**config.mk**
```make
export PLATFORM = sky130hd
export DESIGN_NAME = seven_seg_capture_flat
export DESIGN_NICKNAME = d
export VERILOG_FILES = /design/src/rtl/seven_seg_capture_pkg.sv /design/src/rtl/seven_seg_capture_if.sv /design/src/rtl/seven_seg_capture_stability.sv /design/src/rtl/seven_seg_capture.sv /design/src/flat_wrapper.sv
export SDC_FILE = /design/constraint.sdc
export NUM_CORES = 1
export LEC_CHECK = 0
export CAP_MARGIN = 20
export CORE_ASPECT_RATIO = 0.5
export CORE_MARGIN = 2
export CORE_UTILIZATION = 56
export CTS_CLUSTER_SIZE = 40
export DETAILED_ROUTE_END_ITERATION = 8
export PLACE_DENSITY = 0.8
export SYNTH_ARGS = -nofsm -noshare
export SYNTH_HDL_FRONTEND = slang
export SYNTH_SLANG_ARGS = --single-unit
```
**constraint.sdc**
```tcl
create_clock -name clk -period 2.46 [get_ports clk]
set_clock_uncertainty 0.2 [all_clocks]
set_input_delay 0.492 -clock clk [delete_from_list [all_inputs] [get_ports clk]]
set_output_delay 0.492 -clock clk [all_outputs]
set_load 0.01 [all_outputs]
```
**src/rtl/seven_seg_capture_pkg.sv**
```systemverilog
// Shared 7-segment definitions: active-low segment patterns, nibble types and the
// segment-to-hex decoder used by the capture block (and by the display encoder).
package seven_seg_pkg;

  typedef logic [6:0] seg_t;
  typedef logic [3:0] nibble_t;
  typedef logic [2:0] digit_idx_t;

  typedef struct packed {
    logic    valid;
    nibble_t nibble;
  } hex_t;

  localparam seg_t SEG_0     = 7'b1000000;
  localparam seg_t SEG_1     = 7'b1111001;
  localparam seg_t SEG_2     = 7'b0100100;
  localparam seg_t SEG_3     = 7'b0110000;
  localparam seg_t SEG_4     = 7'b0011001;
  localparam seg_t SEG_5     = 7'b0010010;
  localparam seg_t SEG_6     = 7'b0000010;
  localparam seg_t SEG_7     = 7'b1111000;
  localparam seg_t SEG_8     = 7'b0000000;
  localparam seg_t SEG_9     = 7'b0010000;
  localparam seg_t SEG_A     = 7'b0001000;
  localparam seg_t SEG_B     = 7'b0000011;
  localparam seg_t SEG_C     = 7'b1000110;
  localparam seg_t SEG_D     = 7'b0100001;
  localparam seg_t SEG_E     = 7'b0000110;
  localparam seg_t SEG_F     = 7'b0001110;
  localparam seg_t SEG_BLANK = 7'b1111111;

  function automatic hex_t seg_to_hex(input seg_t s);
    hex_t r;
    r.valid  = 1'b1;
    r.nibble = 4'h0;
    case (s)
      SEG_0:   r.nibble = 4'h0;
      SEG_1:   r.nibble = 4'h1;
      SEG_2:   r.nibble = 4'h2;
      SEG_3:   r.nibble = 4'h3;
      SEG_4:   r.nibble = 4'h4;
      SEG_5:   r.nibble = 4'h5;
      SEG_6:   r.nibble = 4'h6;
      SEG_7:   r.nibble = 4'h7;
      SEG_8:   r.nibble = 4'h8;
      SEG_9:   r.nibble = 4'h9;
      SEG_A:   r.nibble = 4'hA;
      SEG_B:   r.nibble = 4'hB;
      SEG_C:   r.nibble = 4'hC;
      SEG_D:   r.nibble = 4'hD;
      SEG_E:   r.nibble = 4'hE;
      SEG_F:   r.nibble = 4'hF;
      default: r.valid  = 1'b0;
    endcase
    return r;
  endfunction

endpackage

```
**src/rtl/seven_seg_capture_if.sv**
```systemverilog
// Bus between the display path / consumer (master) and the capture block (slave).
// blank_mask exists only when SEVEN_SEG_CAPTURE_BLANK_EN is defined.
interface seven_seg_capture_if #(parameter int N_DIGITS = 4);
  import seven_seg_pkg::*;

  seg_t                  seg;
  logic [N_DIGITS-1:0]   an;
  logic [4*N_DIGITS-1:0] frame_data;
  logic                  frame_valid;
  logic                  frame_ready;
  logic                  digit_err;
  logic                  overrun;
  logic                  err_clr;
`ifdef SEVEN_SEG_CAPTURE_BLANK_EN
  logic [N_DIGITS-1:0]   blank_mask;

  modport master (output seg, an, frame_ready, err_clr,
                  input  frame_data, frame_valid, digit_err, overrun, blank_mask);
  modport slave  (input  seg, an, frame_ready, err_clr,
                  output frame_data, frame_valid, digit_err, overrun, blank_mask);
`else
  modport master (output seg, an, frame_ready, err_clr,
                  input  frame_data, frame_valid, digit_err, overrun);
  modport slave  (input  seg, an, frame_ready, err_clr,
                  output frame_data, frame_valid, digit_err, overrun);
`endif

endinterface

```
**src/rtl/seven_seg_capture_stability.sv**
```systemverilog
// Registers the raw (seg, an) bus once and emits one capture strobe per stable dwell
// of a single selected digit, together with that digit's index and pattern.
module seven_seg_stability
  import seven_seg_pkg::*;
#(
  parameter int N_DIGITS      = 4,
  parameter int STABLE_CYCLES = 4
) (
  input  logic                clk,
  input  logic                rst_n,
  input  seg_t                i_seg,
  input  logic [N_DIGITS-1:0] i_an,
  output logic                o_cap,
  output digit_idx_t          o_idx,
  output seg_t                o_seg
);

  localparam int CNT_W = $clog2(STABLE_CYCLES + 1);
  localparam logic [1:0] ST_IDLE   = 2'd0;
  localparam logic [1:0] ST_TRACK  = 2'd1;
  localparam logic [1:0] ST_LOCKED = 2'd2;

  seg_t                r_smp_seg, r_prev_seg, r_seg;
  logic [N_DIGITS-1:0] r_smp_an, r_prev_an;
  logic [1:0]          r_state, w_state_nxt;
  logic [CNT_W-1:0]    r_cnt, w_cnt_nxt;
  logic                r_cap, w_cap, w_onehot, w_same;
  digit_idx_t          r_idx, w_idx;

  // Classify the registered sample: single digit selected, which one, unchanged or not.
  always_comb begin
    w_onehot = $onehot(~r_smp_an);
    w_same   = (r_smp_an == r_prev_an) && (r_smp_seg == r_prev_seg);
    w_idx    = 3'd0;
    for (int i = 0; i < N_DIGITS; i++) begin
      w_idx = r_smp_an[i] ? w_idx : 3'(i);
    end
  end

  // Dwell tracking; reaching the threshold captures once and parks in LOCKED.
  always_comb begin
    w_state_nxt = r_state;
    w_cnt_nxt   = r_cnt;
    w_cap       = 1'b0;
    case (r_state)
      ST_IDLE: begin
        if (w_onehot) begin
          w_state_nxt = ST_TRACK;
          w_cnt_nxt   = CNT_W'(1);
        end else begin
          w_cnt_nxt   = '0;
        end
      end
      ST_TRACK: begin
        if (!w_onehot) begin
          w_state_nxt = ST_IDLE;
          w_cnt_nxt   = '0;
        end else if (w_same) begin
          w_cnt_nxt   = r_cnt + CNT_W'(1);
        end else begin
          w_cnt_nxt   = CNT_W'(1);
        end
      end
      ST_LOCKED: begin
        if (!w_onehot) begin
          w_state_nxt = ST_IDLE;
          w_cnt_nxt   = '0;
        end else if (!w_same) begin
          w_state_nxt = ST_TRACK;
          w_cnt_nxt   = CNT_W'(1);
        end else begin
          w_state_nxt = ST_LOCKED;
        end
      end
      default: begin
        w_state_nxt = ST_IDLE;
        w_cnt_nxt   = '0;
      end
    endcase
    if ((w_state_nxt == ST_TRACK) && (w_cnt_nxt == CNT_W'(STABLE_CYCLES))) begin
      w_cap       = 1'b1;
      w_state_nxt = ST_LOCKED;
    end else begin
      w_cap       = 1'b0;
    end
  end

  // Input sample, previous sample, FSM state and the registered capture strobe.
  always_ff @(posedge clk or negedge rst_n) begin
    if (!rst_n) begin
      r_smp_seg  <= 7'h7F;
      r_smp_an   <= '1;
      r_prev_seg <= 7'h7F;
      r_prev_an  <= '1;
      r_state    <= ST_IDLE;
      r_cnt      <= '0;
      r_cap      <= 1'b0;
      r_idx      <= 3'd0;
      r_seg      <= 7'h7F;
    end else begin
      r_smp_seg  <= i_seg;
      r_smp_an   <= i_an;
      r_prev_seg <= r_smp_seg;
      r_prev_an  <= r_smp_an;
      r_state    <= w_state_nxt;
      r_cnt      <= w_cnt_nxt;
      r_cap      <= w_cap;
      r_idx      <= w_idx;
      r_seg      <= r_smp_seg;
    end
  end

  assign o_cap = r_cap;
  assign o_idx = r_idx;
  assign o_seg = r_seg;

endmodule

```
**src/rtl/seven_seg_capture.sv**
```systemverilog
// Loopback capture of a multiplexed 7-segment display into whole frames on a valid/ready bus.
// Define SEVEN_SEG_CAPTURE_BLANK_EN to accept an all-off digit as blank (adds blank_mask).
module seven_seg_capture
  import seven_seg_pkg::*;
#(
  parameter int N_DIGITS      = 4,
  parameter int STABLE_CYCLES = 4
) (
  input logic                clk,
  input logic                rst_n,
  seven_seg_capture_if.slave bus
);

  logic                  w_cap, w_blank, w_cap_ok, w_cap_bad;
  logic                  w_complete, w_accept, w_ovr_set;
  digit_idx_t            w_idx;
  seg_t                  w_cap_seg;
  hex_t                  w_hex;
  logic [N_DIGITS-1:0]   w_hit, r_seen, w_seen_nxt;
  logic [4*N_DIGITS-1:0] r_shadow, w_shadow_nxt, r_frame;
  logic                  r_valid, r_err, r_ovr;

  seven_seg_stability #(
    .N_DIGITS      (N_DIGITS),
    .STABLE_CYCLES (STABLE_CYCLES)
  ) u_stab (
    .clk   (clk),
    .rst_n (rst_n),
    .i_seg (bus.seg),
    .i_an  (bus.an),
    .o_cap (w_cap),
    .o_idx (w_idx),
    .o_seg (w_cap_seg)
  );

  // Decode the captured pattern and split the strobe into good and bad captures.
  always_comb begin
    w_hex = seg_to_hex(w_cap_seg);
`ifdef SEVEN_SEG_CAPTURE_BLANK_EN
    w_blank = (w_cap_seg == SEG_BLANK);
`else
    w_blank = 1'b0;
`endif
    w_cap_ok  = w_cap & (w_hex.valid | w_blank);
    w_cap_bad = w_cap & ~(w_hex.valid | w_blank);
  end

  // Shadow/seen update; a completing frame clears seen before the same-cycle capture lands.
  always_comb begin
    w_complete   = &r_seen;
    w_accept     = r_valid & bus.frame_ready;
    w_ovr_set    = w_complete & r_valid & ~w_accept;
    w_seen_nxt   = w_complete ? '0 : r_seen;
    w_shadow_nxt = r_shadow;
    for (int i = 0; i < N_DIGITS; i++) begin
      w_hit[i]                = w_cap_ok && (w_idx == 3'(i));
      w_seen_nxt[i]           = w_seen_nxt[i] | w_hit[i];
      w_shadow_nxt[4*i +: 4]  = w_hit[i] ? w_hex.nibble : r_shadow[4*i +: 4];
    end
  end

  // Frame assembly, handshake and sticky error flags.
  always_ff @(posedge clk or negedge rst_n) begin
    if (!rst_n) begin
      r_seen   <= '0;
      r_shadow <= '0;
      r_frame  <= '0;
      r_valid  <= 1'b0;
      r_err    <= 1'b0;
      r_ovr    <= 1'b0;
    end else begin
      r_seen   <= w_seen_nxt;
      r_shadow <= w_shadow_nxt;
      if (w_complete && (!r_valid || w_accept)) begin
        r_frame <= r_shadow;
        r_valid <= 1'b1;
      end else if (w_accept) begin
        r_valid <= 1'b0;
      end else begin
        r_valid <= r_valid;
      end
      if (bus.err_clr) begin
        r_err <= 1'b0;
        r_ovr <= 1'b0;
      end else begin
        r_err <= r_err | w_cap_bad;
        r_ovr <= r_ovr | w_ovr_set;
      end
    end
  end

`ifdef SEVEN_SEG_CAPTURE_BLANK_EN
  logic [N_DIGITS-1:0] r_blank_shadow, r_blank_mask;

  // Blank flags follow the nibble slots and are published together with frame_data.
  always_ff @(posedge clk or negedge rst_n) begin
    if (!rst_n) begin
      r_blank_shadow <= '0;
      r_blank_mask   <= '0;
    end else begin
      for (int i = 0; i < N_DIGITS; i++) begin
        r_blank_shadow[i] <= w_hit[i] ? w_blank : r_blank_shadow[i];
      end
      if (w_complete && (!r_valid || w_accept)) begin
        r_blank_mask <= r_blank_shadow;
      end else begin
        r_blank_mask <= r_blank_mask;
      end
    end
  end

  assign bus.blank_mask = r_blank_mask;
`endif

  assign bus.frame_data  = r_frame;
  assign bus.frame_valid = r_valid;
  assign bus.digit_err   = r_err;
  assign bus.overrun     = r_ovr;

endmodule

```
**src/flat_wrapper.sv**
```systemverilog
// flat-port wrapper written by rule: the top's interface ports become plain ports
module seven_seg_capture_flat import seven_seg_pkg::*;
#(
  parameter int N_DIGITS      = 4,
  parameter int STABLE_CYCLES = 4
)
  (clk, rst_n, bus_seg, bus_an, bus_frame_ready, bus_err_clr, bus_frame_data, bus_frame_valid, bus_digit_err, bus_overrun);
  seven_seg_capture_if #(.N_DIGITS(N_DIGITS)) bus_i ();
  input logic clk;
  input logic rst_n;
  input wire logic [$bits(bus_i.seg)-1:0] bus_seg;
  input wire logic [$bits(bus_i.an)-1:0] bus_an;
  input wire logic [$bits(bus_i.frame_ready)-1:0] bus_frame_ready;
  input wire logic [$bits(bus_i.err_clr)-1:0] bus_err_clr;
  output wire logic [$bits(bus_i.frame_data)-1:0] bus_frame_data;
  output wire logic [$bits(bus_i.frame_valid)-1:0] bus_frame_valid;
  output wire logic [$bits(bus_i.digit_err)-1:0] bus_digit_err;
  output wire logic [$bits(bus_i.overrun)-1:0] bus_overrun;
  assign bus_i.seg = bus_seg;
  assign bus_i.an = bus_an;
  assign bus_i.frame_ready = bus_frame_ready;
  assign bus_i.err_clr = bus_err_clr;
  assign bus_frame_data = bus_i.frame_data;
  assign bus_frame_valid = bus_i.frame_valid;
  assign bus_digit_err = bus_i.digit_err;
  assign bus_overrun = bus_i.overrun;
  seven_seg_capture #(.N_DIGITS(N_DIGITS), .STABLE_CYCLES(STABLE_CYCLES)) u_core (.clk(clk), .rst_n(rst_n), .bus(bus_i));
endmodule
```
==> results of run 1 <==
==> kinds of logic after synthesis <==
group                    Yosys count  share of synthesized area (%)
AO/OA/AOI/OAI                     40                           12.4
XOR/XNOR                          12                           3.43
adder cells (fa/ha/maj)            4                           1.88
buffers and inverters             18                           3.72
flip-flops                        69                           57.3
multiplexers                      24                           8.83
AND/OR/NAND/NOR                   65                           12.4
==> power groups by stage <==
stage | Clock (mW) | Combinational (mW) | Sequential [mW]
global placement | 0 | 0.140 | 1.23
CTS | 1.04 | 0.147 | 1.21
finish | 1.02 | 0.145 | 1.21
global route | 1.09 | 0.165 | 1.22
floorplan | 0 | 0.0956 | 1.22
detailed placement | 0 | 0.145 | 1.23
==> per-stage QoR <==
stage          hold slack, ns  total power [mW]  setup WS [ns]
2_1_floorplan        -0.00359              1.31          0.316
3_3_place_gp            0.164              1.37          0.157
3_5_place_dp            0.165              1.38         0.0487
4_1_cts                 0.170              2.40         0.0178
5_1_grt                 0.178              2.47        -0.0713
6_report                0.170              2.38         0.0223
==> final cells by class <==
type | instances | area, µm²
repair buffers | 43 | 415
clock buffers | 10 | 138
inverters | 10 | 37.5
fillers | 354 | 1370
well taps | 70 | 87.6
clock inverters | 6 | 86.3
flip-flops and latches | 69 | 1750
multi-input cells | 145 | 1200
==> worst max-delay path, stage by stage (launching register included) <==
cell and delay, ns:
dfstp_2 0.69, nor2b_1 0.11, a32oi_1 0.30, o41ai_4 0.09
buf_4 0.18, o31ai_2 0.38, mux2_1 0.37
==> timing repair <==
item	CTS	global route
setup buffers	0	0
resized for setup	1	0
hold buffers	1	0
endpoints found under the hold margin	47	0
setup endpoints to repair	2	4
==> routing by layer <==
layer  vias to the layer above  wire (µm)  share of wire [%]  track usage [%]
li1                        934          -                  -                -
met1                       980       2560                 47             26.1
met2                        38       2650                 48             32.6
met3                         7        200                3.7             6.27
met4                         0         60                1.1             8.06
met5                         -          0                  0                0
==> synth_stat cells (6+ instances only) <==
cell type,count,share of area [%]
dfrtp_1,47,38
dfstp_2,22,19
inv_1,10,1.2
mux2_1,8,2.9
mux2_2,16,5.9
nand2_1,14,1.7
nand3_1,6,0.98
nand4_1,6,1.2
nor2_1,10,1.2
nor3_1,7,1.1
o21ai_0,8,1.3
xnor2_1,11,3.1
==> registers in the layout (all words and copies together) (netlist names), 2 cells and up <==
| register | flops |
|---|---|
| u_core.u_stab.r_smp_seg | 7 |
| u_core.u_stab.r_smp_an | 4 |
| u_core.u_stab.r_state | 2 |
| u_core.r_seen | 4 |
| u_core.u_stab.o_seg | 7 |
| u_core.u_stab.o_idx | 2 |
| u_core.r_shadow | 16 |
| u_core.u_stab.r_prev_an | 4 |
| u_core.bus.frame_data | 16 |
| u_core.u_stab.r_cnt | 3 |
==> path summary, 6_finish.rpt <==
kind | end | start
max in group asynchronous | u_core.u_stab.r_prev_an[3] | rst_n
min in group asynchronous | u_core.u_stab.r_cnt[1] | rst_n
min reg2reg | u_core.u_stab.o_seg[5] | u_core.u_stab.r_smp_seg[5]
max | u_core.r_shadow[8] | u_core.u_stab.o_seg[1]
max reg2reg | u_core.r_shadow[8] | u_core.u_stab.o_seg[1]
min | u_core.u_stab.o_seg[5] | u_core.u_stab.r_smp_seg[5]
==> flow_summary.yaml, run 1 <==
place:
  place.gp.congestion: 0.821
  dp_hpwl_um: 3700
  dpl_cell_area_um2: 3480
  port-buffer-count: 33
  dp_cells: 336
layout:
  antenna_cells: 0
  finalInstanceArea_um2: 3720
  final_cell_mix: "dfrtp_1, clkdlybuf4s50_1, dfstp_2"
  drive_gt1_share_pct: 29.7
  post-route-util_pct: 73.1
  nNetsFinal: 297
  final_common_cell: "dfrtp_1"
  layout.cells.non_filler: 353
  area_growth_pct: 21.5
logic_synthesis:
  synth_top_flop_cell: "dfrtp_1"
  ys_warn_count: 0
  synth_edf_count: 0
  syn-cell-area_um2: 3060
  syn_nets: 251
  ys_seq_elements: 69
  seq_area_frac_synth_pct: 57.3
  synth_cells: 232
  synth_cell_type_count: 47
  syn_area_per_cell_um2: 13.2
  async_reset_ff_share_pct: 100
sta:
  rsz0062_at_grt: "yes"
  report.final.slew_viol_count: 0
  setup_viol: 0
  finalCritPeriodShare_pct: 99.1
  period_needed_ns: 2.44
  finalSetupTns_ns: 0
  worst_pin_slew_ns: 0.739
  max_freq_ghz: 0.410
  maxSlewHeadroom_pct: 50.6
  hold_violations: 0
die:
  row_count: 18
  core_um2: 5090
  dieArea_um2: 6110
  top_level_ports: 34
  die_x_um: 109
  initial_core_util_pct: 60.1
  fp.dieH_um: 56.3
global_routing:
  grt_pass1_wl_um: 9410
  antenna_found_initial: 0
  grt_max_degree: 70
  grt_overflow: 0
  grt_util_all_layers_pct: 20.4
  grt_pass1_vias: 1997
clocking:
  clk_latency_ns: 0.34
  path_clk_slew_ns: 0.07
  cts_max_level: 3
  cts_root_buffer: "clkbuf_8"
  cts_buffers: 9
  cts_tree: "built"
  cts.path.max_buffers: 2
  cts.sink_count: 69
route:
  vias: 1959
  wire_per_inst_um: 15.5
  antenna_left: 0
  drt_iter0_drc: 129
  viasPerCell: 5.55
  totalWireLength_um: 5470
  drc: 0
  firstDrtPassIters: 4
setup_path:
  worstPathRequired_ns: 2.48
  startpoint_type: "flip-flop"
  arrival_ns: 2.46
  critPathKind: "flip-flop to flip-flop"
  reg2reg_slack_ns: 0.02
  worstPathMaxFanout: 13
  worstRegToRegCells: 6
  crit_path_end_kind: "flip-flop"
min_path:
  min_path_cells: 0
  hold_class: "flip-flop to flip-flop"
power:
  combPwrFrac_pct: 6.1
  p_leak_nw: 1.64
  p_clk_share_pct: 42.9
  p_per_area_nw_per_um2: 639
  power.share.sequential_pct: 51.0
  power.switching_mw: 0.535
  ir_worst_vdd_v: 0.000396
  internal_power_mw: 1.84
  sw_frac_of_total_pct: 22.5
outcome:
  status: "completed"
flow_run:
  drv_cap: 0
Power figures use the tool's default switching activity.
==> run 2: changes to the inputs <==
CORE_UTILIZATION = 50   (was 56)
PLACE_DENSITY = 0.73   (was 0.8)
==> flow_summary.yaml, run 2 (synthesized netlist as in run 1, its figures left out) <==
outcome:
  status: "completed"
setup_path:
  arrival_ns: 2.41
  r2r-end: "u_core.r_shadow[5]"
  slowest_delay_ns: 0.68
  worstPathMaxFanout: 13
  startpoint_type: "flip-flop"
  critPathKind: "flip-flop to flip-flop"
  path_cells: "nor2b_1 > a32oi_1 > o41ai_4 > buf_4 > o31ai_2 > mux2_1"
  worstPathRequired_ns: 2.46
  reg2reg_slack_ns: 0.05
  r2r_start: "u_core.u_stab.o_seg[1]"
  crit_path_end_kind: "flip-flop"
  crit_path_start: "u_core.u_stab.o_seg[1]"
  slowest_stage: "dfstp_2"
  worstRegToRegCells: 6
route:
  totalWireLength_um: 5100
  viasPerCell: 5.36
  firstDrtPassIters: 4
  drc: 0
  vias: 1913
  drt_iter0_drc: 196
  wire_per_inst_um: 14.3
  antenna_left: 0
power:
  p_leak_nw: 1.65
  p_per_area_nw_per_um2: 661
  finalPower_mw: 2.48
  ir_worst_vdd_v: 0.000373
flow_run:
  drv_cap: 0
global_routing:
  grt_pass1_wl_um: 8780
  grt_overflow: 0
  grt_util_all_layers_pct: 17.3
  grt_max_degree: 70
  grt_pass1_vias: 1784
  antenna_found_initial: 0
layout:
  final_common_cell: "dfrtp_1"
  layout.cells.non_filler: 357
  area_growth_pct: 22.5
  final_cell_mix: "dfrtp_1, clkdlybuf4s50_1, dfstp_2"
  antenna_cells: 0
  drive_gt1_share_pct: 27.9
  finalInstanceArea_um2: 3750
  nNetsFinal: 295
  post-route-util_pct: 62.7
sta:
  max_freq_ghz: 0.415
  fin_ws_ns: 0.0528
  hold_ws_ns: 0.170
  finalSetupTns_ns: 0
  rsz0062_at_grt: "yes"
  period_needed_ns: 2.41
  setup_viol: 0
  worst_pin_slew_ns: 0.609
  finalCritPeriodShare_pct: 97.9
  report.final.slew_viol_count: 0
  hold_violations: 0
  maxSlewHeadroom_pct: 59.3
clocking:
  cts_buffers: 9
  cts_tree: "built"
  path_clk_slew_ns: 0.05
  cts_max_level: 3
  clk_latency_ns: 0.32
  cts_root_buffer: "clkbuf_16"
  cts.path.max_buffers: 2
  postCtsSetupRepairBufs: 0
  cts.sink_count: 69
die:
  row_count: 20
  initial_core_util_pct: 51.2
  dieArea_um2: 6800
  fp.dieH_um: 59.3
  top_level_ports: 34
  core_um2: 5980
  die_x_um: 115
place:
  dp_cells: 341
  dp_hpwl_um: 3560
  place_ws_ns: 0.0686
  dpl_cell_area_um2: 3470
  place.gp.congestion: 0.754
  port-buffer-count: 33
min_path:
  holdCritStartpoint: "u_core.u_stab.r_smp_seg[5]"
  holdPathEnd: "u_core.u_stab.o_seg[5]"
  min_path_cells: 0
  hold_class: "flip-flop to flip-flop"
[run 2: cell count changes in the layout (fill, tap and decap cells not counted), sizes merged]
cell and change:
clkinv -1, clkinvlp -1, clkbuf +3, buf -2
bufinv -2
[run 2: worst max-delay path: cells and delay by family, from the launching register on]
kind | cells | cell delay (ns)
DFF | 1 | 0.68
and+or+nand+nor | 1 | 0.10
buffers and inverters | 1 | 0.18
muxes | 1 | 0.37
AOI/OAI and AO/OA | 3 | 0.76
[run 2: timing repair]
item | 4_1_cts | 5_1_grt
setup endpoints to repair | 0 | 6
hold endpoints to repair | 43 | 0
gates resized for setup | 0 | 1
hold buffers | 1 | 0
[run 2: area by class of cell]
type | instances | area, µm²
clock buffers | 13 | 250
flip-flops and latches | 69 | 1750
well taps | 77 | 96.3
fillers | 437 | 2230
multi-input cells | 145 | 1200
clock inverters | 2 | 10.0
repair buffers | 41 | 400
inverters | 10 | 37.5
[run 2: worst max-delay path by stage]
stage	slack (ns)	endpoint	cells past startpoint
after CTS	0.05	u_core.r_shadow[5]	6
after global placement	0.15	u_core.r_shadow[9]	6
after floorplan	0.32	u_core.r_shadow[12]	6
after global routing	-0.06	u_core.r_shadow[9]	5
final	0.05	u_core.r_shadow[5]	6
after detailed placement	0.07	u_core.r_shadow[5]	6
[run 2: layer usage]
layer | up-vias | share of wire, % | track usage, %
met1 | 930 | 47 | 22.8
met5 | - | 0 | 0
met3 | 9 | 4.5 | 5.32
li1 | 932 | - | -
met2 | 42 | 47 | 26.3
met4 | 0 | 1.7 | 9.23
[run 2: report_power, final]
| group | total, mW | switching, mW | internal [mW] |
|---|---|---|---|
| Sequential | 1.21 | 0.0347 | 1.18 |
| Clock | 1.12 | 0.420 | 0.700 |
| Combinational | 0.144 | 0.0734 | 0.0707 |
